[config.mk]
export PLATFORM = sky130hd
export DESIGN_NAME = fft4_seq_ctrl
export DESIGN_NICKNAME = d
export VERILOG_FILES = /design/src/rtl/fft4_pkg.sv /design/src/rtl/fft4_bin_mux.sv /design/src/rtl/fft4_seq_ctrl.sv
export SDC_FILE = /design/constraint.sdc
export NUM_CORES = 1
export LEC_CHECK = 0
export BUFFER_PORTS_ARGS = -buffer_cell sky130_fd_sc_hd__buf_2
export CAP_MARGIN = 20
export CORE_AREA = 8 8 108 110
export DETAILED_ROUTE_END_ITERATION = 10
export DIE_AREA = 0 0 116 118
export PLACE_DENSITY = 0.7
export RECOVER_POWER = 50
export SYNTH_ARGS = -nofsm -noshare
export SYNTH_HDL_FRONTEND = slang
export SYNTH_SLANG_ARGS = --single-unit
[constraint.sdc]
create_clock -name clk -period 2.1 [get_ports clk]
set_input_delay 0.105 -clock clk [delete_from_list [all_inputs] [get_ports clk]]
set_output_delay 0.105 -clock clk [all_outputs]
set_load 0.05 [all_outputs]
[src/rtl/fft4_pkg.sv]
// fft4_pkg: state encoding, frame size and width helpers shared by the
// 4-point FFT sequencer and its bin multiplexer.
package fft4_pkg;
   localparam int N_PTS = 4;
   typedef enum logic [2:0] {ST_LOAD, ST_S1A, ST_S1B, ST_S2, ST_OUT} state_t;
   function automatic int bw_of(input int w);
      return w + 1;
   endfunction
   function automatic int ow_of(input int w);
      return w + 2;
   endfunction
endpackage

[src/rtl/fft4_bin_mux.sv]
// fft4_bin_mux: forms (re, im) of bin k from the stage results.
// FFT4_SCALE_EN: when defined, both parts are floor-divided by 4.
module fft4_bin_mux
   import fft4_pkg::*;
#(
   parameter  int W  = 8,
   localparam int BW = bw_of(W),
   localparam int OW = ow_of(W)
) (
   input  logic [1:0]           i_idx,
   input  logic signed [OW-1:0] i_x0r,
   input  logic signed [OW-1:0] i_x2r,
   input  logic signed [BW-1:0] i_a1,
   input  logic signed [BW-1:0] i_b1,
   output logic signed [OW-1:0] o_re,
   output logic signed [OW-1:0] o_im
);
   logic signed [OW-1:0] w_re, w_im, w_b1;
   assign w_b1 = OW'(i_b1);
   assign w_re = i_idx == 2'd0 ? i_x0r : i_idx == 2'd2 ? i_x2r : OW'(i_a1);
   // negation at full output width, so -(-2^W) cannot wrap
   assign w_im = i_idx == 2'd1 ? -w_b1 : i_idx == 2'd3 ? w_b1 : '0;
`ifdef FFT4_SCALE_EN
   assign o_re = w_re >>> 2;
   assign o_im = w_im >>> 2;
`else
   assign o_re = w_re;
   assign o_im = w_im;
`endif
endmodule

[src/rtl/fft4_seq_ctrl.sv]
// fft4_seq_ctrl: sequences a 4-point radix-2 DIT FFT over one external butterfly.
// FFT4_SCALE_EN: when defined, output bins are scaled by 1/4.
module fft4_seq_ctrl
   import fft4_pkg::*;
#(
   parameter  int W  = 8,
   localparam int BW = bw_of(W),
   localparam int OW = ow_of(W)
) (
   input  logic                 clk,
   input  logic                 rst,
   input  logic                 in_valid,
   output logic                 in_ready,
   input  logic signed [W-1:0]  in_data,
   output logic signed [BW-1:0] bf_a,
   output logic signed [BW-1:0] bf_b,
   input  logic signed [BW:0]   bf_c,
   input  logic signed [BW:0]   bf_d,
   output logic                 out_valid,
   input  logic                 out_ready,
   output logic signed [OW-1:0] out_re,
   output logic signed [OW-1:0] out_im,
   output logic [1:0]           out_idx,
   output logic                 out_last,
   output logic                 busy
);
   state_t r_state, w_next;
   logic [1:0] r_cnt, r_idx, w_sel;
   logic signed [W-1:0] r_x [N_PTS];
   logic signed [BW-1:0] r_a0, r_a1, r_b0, r_b1;
   logic signed [OW-1:0] r_x0r, r_x2r, r_re, r_im, w_re, w_im;
   logic r_oval, w_in_fire, w_out_fire;

   assign in_ready   = r_state == ST_LOAD;
   assign busy       = !in_ready;
   assign w_in_fire  = in_valid && in_ready;
   assign w_out_fire = r_oval && out_ready;
   assign out_valid  = r_oval;
   assign out_idx    = r_idx;
   assign out_last   = r_oval && r_idx == 2'd3;
   assign out_re     = r_re;
   assign out_im     = r_im;
   // first OUT cycle preloads bin 0; afterwards each transfer preloads the next bin
   assign w_sel      = r_oval ? r_idx + 2'd1 : r_idx;

   fft4_bin_mux #(.W(W)) u_mux (
      .i_idx (w_sel),
      .i_x0r (r_x0r),
      .i_x2r (r_x2r),
      .i_a1  (r_a1),
      .i_b1  (r_b1),
      .o_re  (w_re),
      .o_im  (w_im)
   );

   always_comb begin
      w_next = r_state;
      bf_a   = '0;
      bf_b   = '0;
      case (r_state)
         ST_LOAD: w_next = w_in_fire && r_cnt == 2'(N_PTS - 1) ? ST_S1A : ST_LOAD;
         ST_S1A: begin
            w_next = ST_S1B;
            bf_a   = BW'(r_x[0]);
            bf_b   = BW'(r_x[2]);
         end
         ST_S1B: begin
            w_next = ST_S2;
            bf_a   = BW'(r_x[1]);
            bf_b   = BW'(r_x[3]);
         end
         ST_S2: begin
            w_next = ST_OUT;
            bf_a   = r_a0;
            bf_b   = r_b0;
         end
         ST_OUT:  w_next = w_out_fire && r_idx == 2'd3 ? ST_LOAD : ST_OUT;
         default: w_next = ST_LOAD;
      endcase
   end

   always_ff @(posedge clk) begin
      if (rst) begin
         r_state <= ST_LOAD;
         r_cnt   <= '0;
         r_idx   <= '0;
         r_oval  <= 1'b0;
         r_x     <= '{default: '0};
         r_a0    <= '0;
         r_a1    <= '0;
         r_b0    <= '0;
         r_b1    <= '0;
         r_x0r   <= '0;
         r_x2r   <= '0;
         r_re    <= '0;
         r_im    <= '0;
      end else begin
         r_state <= w_next;
         if (w_in_fire) begin
            r_x[r_cnt] <= in_data;
            r_cnt      <= r_cnt + 2'd1;
         end
         if (r_state == ST_S1A) begin
            r_a0 <= bf_c[BW-1:0];
            r_a1 <= bf_d[BW-1:0];
         end
         if (r_state == ST_S1B) begin
            r_b0 <= bf_c[BW-1:0];
            r_b1 <= bf_d[BW-1:0];
         end
         if (r_state == ST_S2) begin
            r_x0r <= bf_c;
            r_x2r <= bf_d;
         end
         if (r_state == ST_OUT && (!r_oval || out_ready)) begin
            r_oval <= !(r_oval && r_idx == 2'd3);
            r_idx  <= w_sel;
            r_re   <= w_re;
            r_im   <= w_im;
         end
      end
   end
endmodule
Word-level counts from Yosys, hierarchy flattened
Cells that the tools add are included.
Cells by class
  bitwise logic cells: 1
  equal/unequal tests: 9
  multiplexer cells: 13
  reduce and logical (&&, ||, !) cells: 13
  add/sub/neg operators: 3
  $lt $le $gt $ge: 2
Operators with widths (number)
  $pmux W9 S3: 2
  $mux W10: 4
  $bwmux W32: 1
  $demux W8 S2: 1
  $pmux W3 S5: 1
  $neg A10 Y10: 1
  $eq A2 B2 Y1 const B: 4
  $mux W8: 1
  $logic_and A1 B1 Y1: 7
  $eq A3 B2 Y1 const B: 2
  $add A2 B1 Y2 const B: 2
  $eq A3 B1 Y1 const B: 1
  $eq A3 B3 Y1 const B: 1
  $ge A3 B3 Y1 const B: 1
  $logic_not A1 Y1: 3
  $logic_not A3 Y1: 1
  $lt A3 B1 Y1 const B: 1
  $mux W3: 1
  $not A2 Y3: 1
  $eq A2 B1 Y1 const B: 1
  $logic_not A2 Y1: 1
  $mux W2: 1
  $logic_or A1 B1 Y1: 1
  $mux W1: 1
Word-level totals
  register bits after elaboration: 116
  input bits: 32

Logic depth before layout (Yosys ltp)
  depth after elaboration: 6
  gate-level depth with buffers: 8
  gate-level depth less buffers: 5

Modules after synthesis
From an unflattened synthesis, not the netlist that was laid out.
Unflattened totals
  cells, all modules: 643
  area, all modules: 5288.8 µm²
Modules (own cells, without submodules)
  fft4_seq_ctrl: seq. area each 2322.2 µm², instances 1, cells each 568, area each 4804.6 µm²
  fft4_bin_mux: seq. area each 0.0 µm², instances 1, cells each 75, area each 484.2 µm²

Least setup slack after synthesis
No wires, ideal clock.
  path type: register to output
  from: register r_state[0]
  to: output port busy
  path buffers: 2
  cell stages (with the launch flop): 5
  path slack: -0.362 ns
  data arrival time: 2.357 ns
  data required time: 1.995 ns
  cells stage by stage: dfxtp_1 -> buf_6 -> clkbuf_1 -> nor3_1 -> inv_1
On the way
  word-level cells in the longest chain between the ends: 2
RTL lines
  start, declared: RTL line fft4_seq_ctrl.sv:27  | state_t r_state, w_next;
  start signal, assigned: RTL line fft4_seq_ctrl.sv:98  | r_state <= w_next;
  $logic_not A3 Y1: RTL line fft4_seq_ctrl.sv:34  | assign in_ready = r_state == ST_LOAD;
  via in_ready: RTL line fft4_seq_ctrl.sv:13  | output logic in_ready,
  $logic_not A1 Y1: RTL line fft4_seq_ctrl.sv:35  | assign busy = !in_ready;
  end, declared: RTL line fft4_seq_ctrl.sv:25  | output logic busy
The timed path passes the listed nets, and every way through them passes these cells.

Final worst setup path
  from: register r_state[0]
  to: output port bf_b[4]
On the way
  word-level cells in the longest chain between the ends: 2
  elaborated cells between the ends (all ways): 4
  classes of those cells: eq/ne (3); mux (1)
RTL lines
  $eq A3 B2 Y1 / $eq A3 B1 Y1 (equally long branches): RTL line fft4_seq_ctrl.sv:60  | case (r_state)
  $pmux W9 S3 (*): RTL line fft4_seq_ctrl.sv:60
  end, declared: RTL line fft4_seq_ctrl.sv:16  | output logic signed [BW-1:0] bf_b,
Mark *: on every way between the ends. The rest lies on a longest branch, timed or not.

==> results.txt <==
synthesized area divided by synthesized cell count -> 8.01 um^2
leakage power summed over all cells -> 2.38 nW
net count of the finished layout -> 774
number of diodes added for antenna fixing -> 0
share of the clock period used by the worst path after layout -> 95.4%
IO buf count -> 75
TritonRoute pass-1 iters -> 4
starting density of the core -> 51.0%
antenna-violating nets left -> 0
kind of capture point of the worst setup path -> output port
global-route wire length before repair -> 23000 um
count of H-tree levels built during CTS -> 4
smallest setup slack after layout -> 0.0970 ns
DRC Markers -> 0
buffer count from post-CTS setup fixing -> 0
number of warnings printed during yosys synthesis -> 0
number of synthesized flops with an enable pin -> 0
max-slew headroom at the worst pin -> 3.89%
peak fanout along the critical path -> 8
synthesized instance count -> 636
pin count of the biggest net entering global routing -> 75
sequential fraction of the synthesis area -> 45.6%
number of cells traversed by the worst register-to-register path -> 6
length of routed wiring on met1 -> 6080 um
violation count after the first detailed-route iteration -> 294
met2 wire length -> 6820 um
Primary FF master, synth -> sky130_fd_sc_hd__dfxtp_1
routability congestion estimate -> 0.888
routed wire length per instance -> 15.9 um
buffers from clock root to sink, at most -> 2
CTS buffer count -> 17
worst hold path class -> in2reg
GRT Overall Usage -> 20.9%
clock latency reported for the late side of the worst-skew pair -> 0.51 ns
maximum resistive drop on vdd -> 0.500 mV
via count -> 4805
I/O pin cnt -> 76
critical path cell sequence -> buf_4 > mux2_2 > a22oi_1 > nor2_1 > buf_4
Crit-path slowest cell -> sky130_fd_sc_hd__dfxtp_2
Worst-Margin Slew -> 1.44 ns
Hold Fails Final Rpt -> 0
highest metal layer with signal wires -> met4
vias per std cell -> 5.44
total nets after synthesis -> 674
post-CTS clock slew at the launch and capture registers of the worst setup and hold paths -> 0.06 ns
minimum clock period after layout -> 2.00 ns
total length of routed met3 wires -> 780 um
number of unique standard cell types used by synthesis -> 38
Vert. Die Dim -> 118 um
post-detail-place hpwl -> 9640 um
worst setup path class -> reg2out
arrival time at the worst endpoint -> 1.90 ns
setup TNS -> 0 ns
library cell appearing most often on the critical path -> sky130_fd_sc_hd__buf_4
total power density per cell area -> 834 nW/um^2
longest individual stage delay on the worst path -> 0.39 ns
max cap viols -> 0
Worst Path Required -> 2.00 ns
cell count of the worst hold path -> 4
FP Rows -> 37
Syn Std Cell Area -> 5090 um^2
Total Routed Length -> 14000 um
Final Util -> 65.2%
total chip power -> 5.44 mW
die footprint -> 13700 um^2
Post-Route Skew -> 0.00838 ns
CTS tree -> yes
antenna violations before repair -> 0
outcome -> completed
Setup Slack @ Placement -> 0.284 ns
clock tree sinks -> 116
Reg2Reg Setup Slack -> 0.18 ns
Post-Route Hold Slack -> 0.0201 ns
setup repair after global routing missed its margin -> no
Max Slew Vio Count -> 0
Core Box Area -> 10000 um^2
via count of the first global-routing pass -> 4844
Area Growth Syn to Fin -> 28.0%
sort of element at the start of the critical path -> flop
Async SR Flop Fraction -> 0%
timing-limited maximum frequency -> 0.499 GHz
GR Overflow Total -> 0
post-synthesis sequential element count -> 116
setup violators final -> 0
clock root cell -> sky130_fd_sc_hd__clkbuf_8
layout cell share with drive strength beyond 1 -> 17.4%
chip width -> 116 um
==> worst paths after layout <==
path | start | endpoint
setup / recovery | r_state[0] | bf_b[4]
hold / removal | out_ready | out_idx[0]
setup reg to reg | r_state[2] | r_x0r[9]
hold reg to reg | r_x[7] | r_x[7]
==> per-stage QoR <==
stage,cell area (um^2),std cells
global route,6520,884
CTS,6550,884
floorplan,5100,636
detailed placement,5630,821
finish,6520,884
global placement,5630,821
==> worst max-delay path: cells and delay by family (launching register included) <==
kind / cells / cell delay, ns
simple gates: 1 / 0.07
compound gates: 1 / 0.19
mux: 1 / 0.35
buf+inv: 2 / 0.39
flops: 1 / 0.39
==> layer usage <==
metal | GRT usage, % | vias to the layer above
met4 | 8.19 | 0
met1 | 24.2 | 2257
met5 | 0 | -
met2 | 35.9 | 147
met3 | 4.67 | 28
li1 | - | 2373
==> Yosys cell counts (2+ instances only) <==
library cell	instances	share of area, %
sky130_fd_sc_hd__buf_6	2	0.44
sky130_fd_sc_hd__nor3_1	10	0.98
sky130_fd_sc_hd__a211oi_1	4	0.59
sky130_fd_sc_hd__buf_2	11	1.1
sky130_fd_sc_hd__and2_0	4	0.49
sky130_fd_sc_hd__o2bb2ai_2	7	2.1
sky130_fd_sc_hd__nor2b_1	5	0.61
sky130_fd_sc_hd__mux2_2	15	3.3
sky130_fd_sc_hd__mux2i_1	7	1.4
sky130_fd_sc_hd__o22ai_1	8	0.98
sky130_fd_sc_hd__o31ai_1	9	1.3
sky130_fd_sc_hd__xnor2_1	11	1.9
sky130_fd_sc_hd__nor2_1	42	3.1
sky130_fd_sc_hd__nand3_1	34	3.3
sky130_fd_sc_hd__a31oi_1	5	0.61
sky130_fd_sc_hd__and2_1	2	0.25
sky130_fd_sc_hd__inv_1	8	0.59
sky130_fd_sc_hd__nand3b_1	10	1.5
sky130_fd_sc_hd__clkbuf_1	35	2.6
sky130_fd_sc_hd__or3_1	2	0.25
sky130_fd_sc_hd__nand2b_1	2	0.25
sky130_fd_sc_hd__nand2_1	152	11
sky130_fd_sc_hd__a21oi_1	100	9.8
sky130_fd_sc_hd__a22oi_1	14	2.1
sky130_fd_sc_hd__o21ai_0	4	0.39
sky130_fd_sc_hd__ha_1	6	1.5
sky130_fd_sc_hd__dfxtp_1	116	46
==> what timing repair did <==
item | 4_1_cts | 5_1_grt
endpoints found under the hold margin | 96 | 0
hold buffers | 32 | 0
gates resized for setup | 17 | 4
setup endpoints to repair | 15 | 15
pin swaps | 0 | 0
gates cloned | 0 | 0
==> flip-flops by register name, indices dropped and copies added, names as in the netlist, 9 cells and up <==
name,count
r_x,32
out_re,10
out_im,10
r_b1,9
r_a0,9
r_b0,9
r_x2r,10
r_a1,9
r_x0r,10
==> placed cells by master, fill, tap and decap left out, drive strengths merged, types with 2 or more instances in the layout <==
cell type / netlist / final
nand2: 152 / 152
dfxtp: 116 / 116
a21oi: 100 / 100
buf: 15 / 71
clkbuf: 35 / 49
nor2: 42 / 42
nand3: 34 / 34
dlygate4sd3: 0 / 32
mux2: 15 / 15
a22oi: 14 / 14
xnor2: 11 / 11
nand3b: 10 / 10
nor3: 10 / 10
o31ai: 9 / 9
inv: 9 / 9
o22ai: 8 / 8
mux2i: 7 / 7
o2bb2ai: 7 / 7
ha: 6 / 6
and2: 6 / 6
o21ai: 5 / 5
a31oi: 5 / 5
nor2b: 5 / 5
clkinv: 0 / 5
a211oi: 4 / 4
bufinv: 0 / 3
nand2b: 2 / 2
or3: 2 / 2
clkinvlp: 0 / 2
==> kinds of logic after synthesis <==
group	count (synthesis)	synth area share (%)
flip-flops	116	45.6
buffers and inverters	59	4.99
AND/OR/NAND/NOR	268	23.0
AO/OA/AOI/OAI	154	18.4
adder cells (fa/ha/maj)	6	1.47
XOR/XNOR	11	1.89
multiplexers	22	4.69
==> report_power, final <==
| group | total, mW | internal [mW] | switching (mW) |
|---|---|---|---|
| Combinational | 0.383 | 0.155 | 0.228 |
| Sequential | 2.28 | 2.25 | 0.0329 |
| Clock | 2.78 | 1.79 | 0.985 |
| Total | 5.44 | 4.20 | 1.25 |
==> cell type report <==
class	count	area (um^2)
inverter	9	33.8
tap	136	170
sequential	116	2320
clock inverter	10	134
multi-input combinational	461	2530
fill	871	3480
clock buffer	21	429
timing repair buffer	131	900
(Power assumes the default switching activity.)
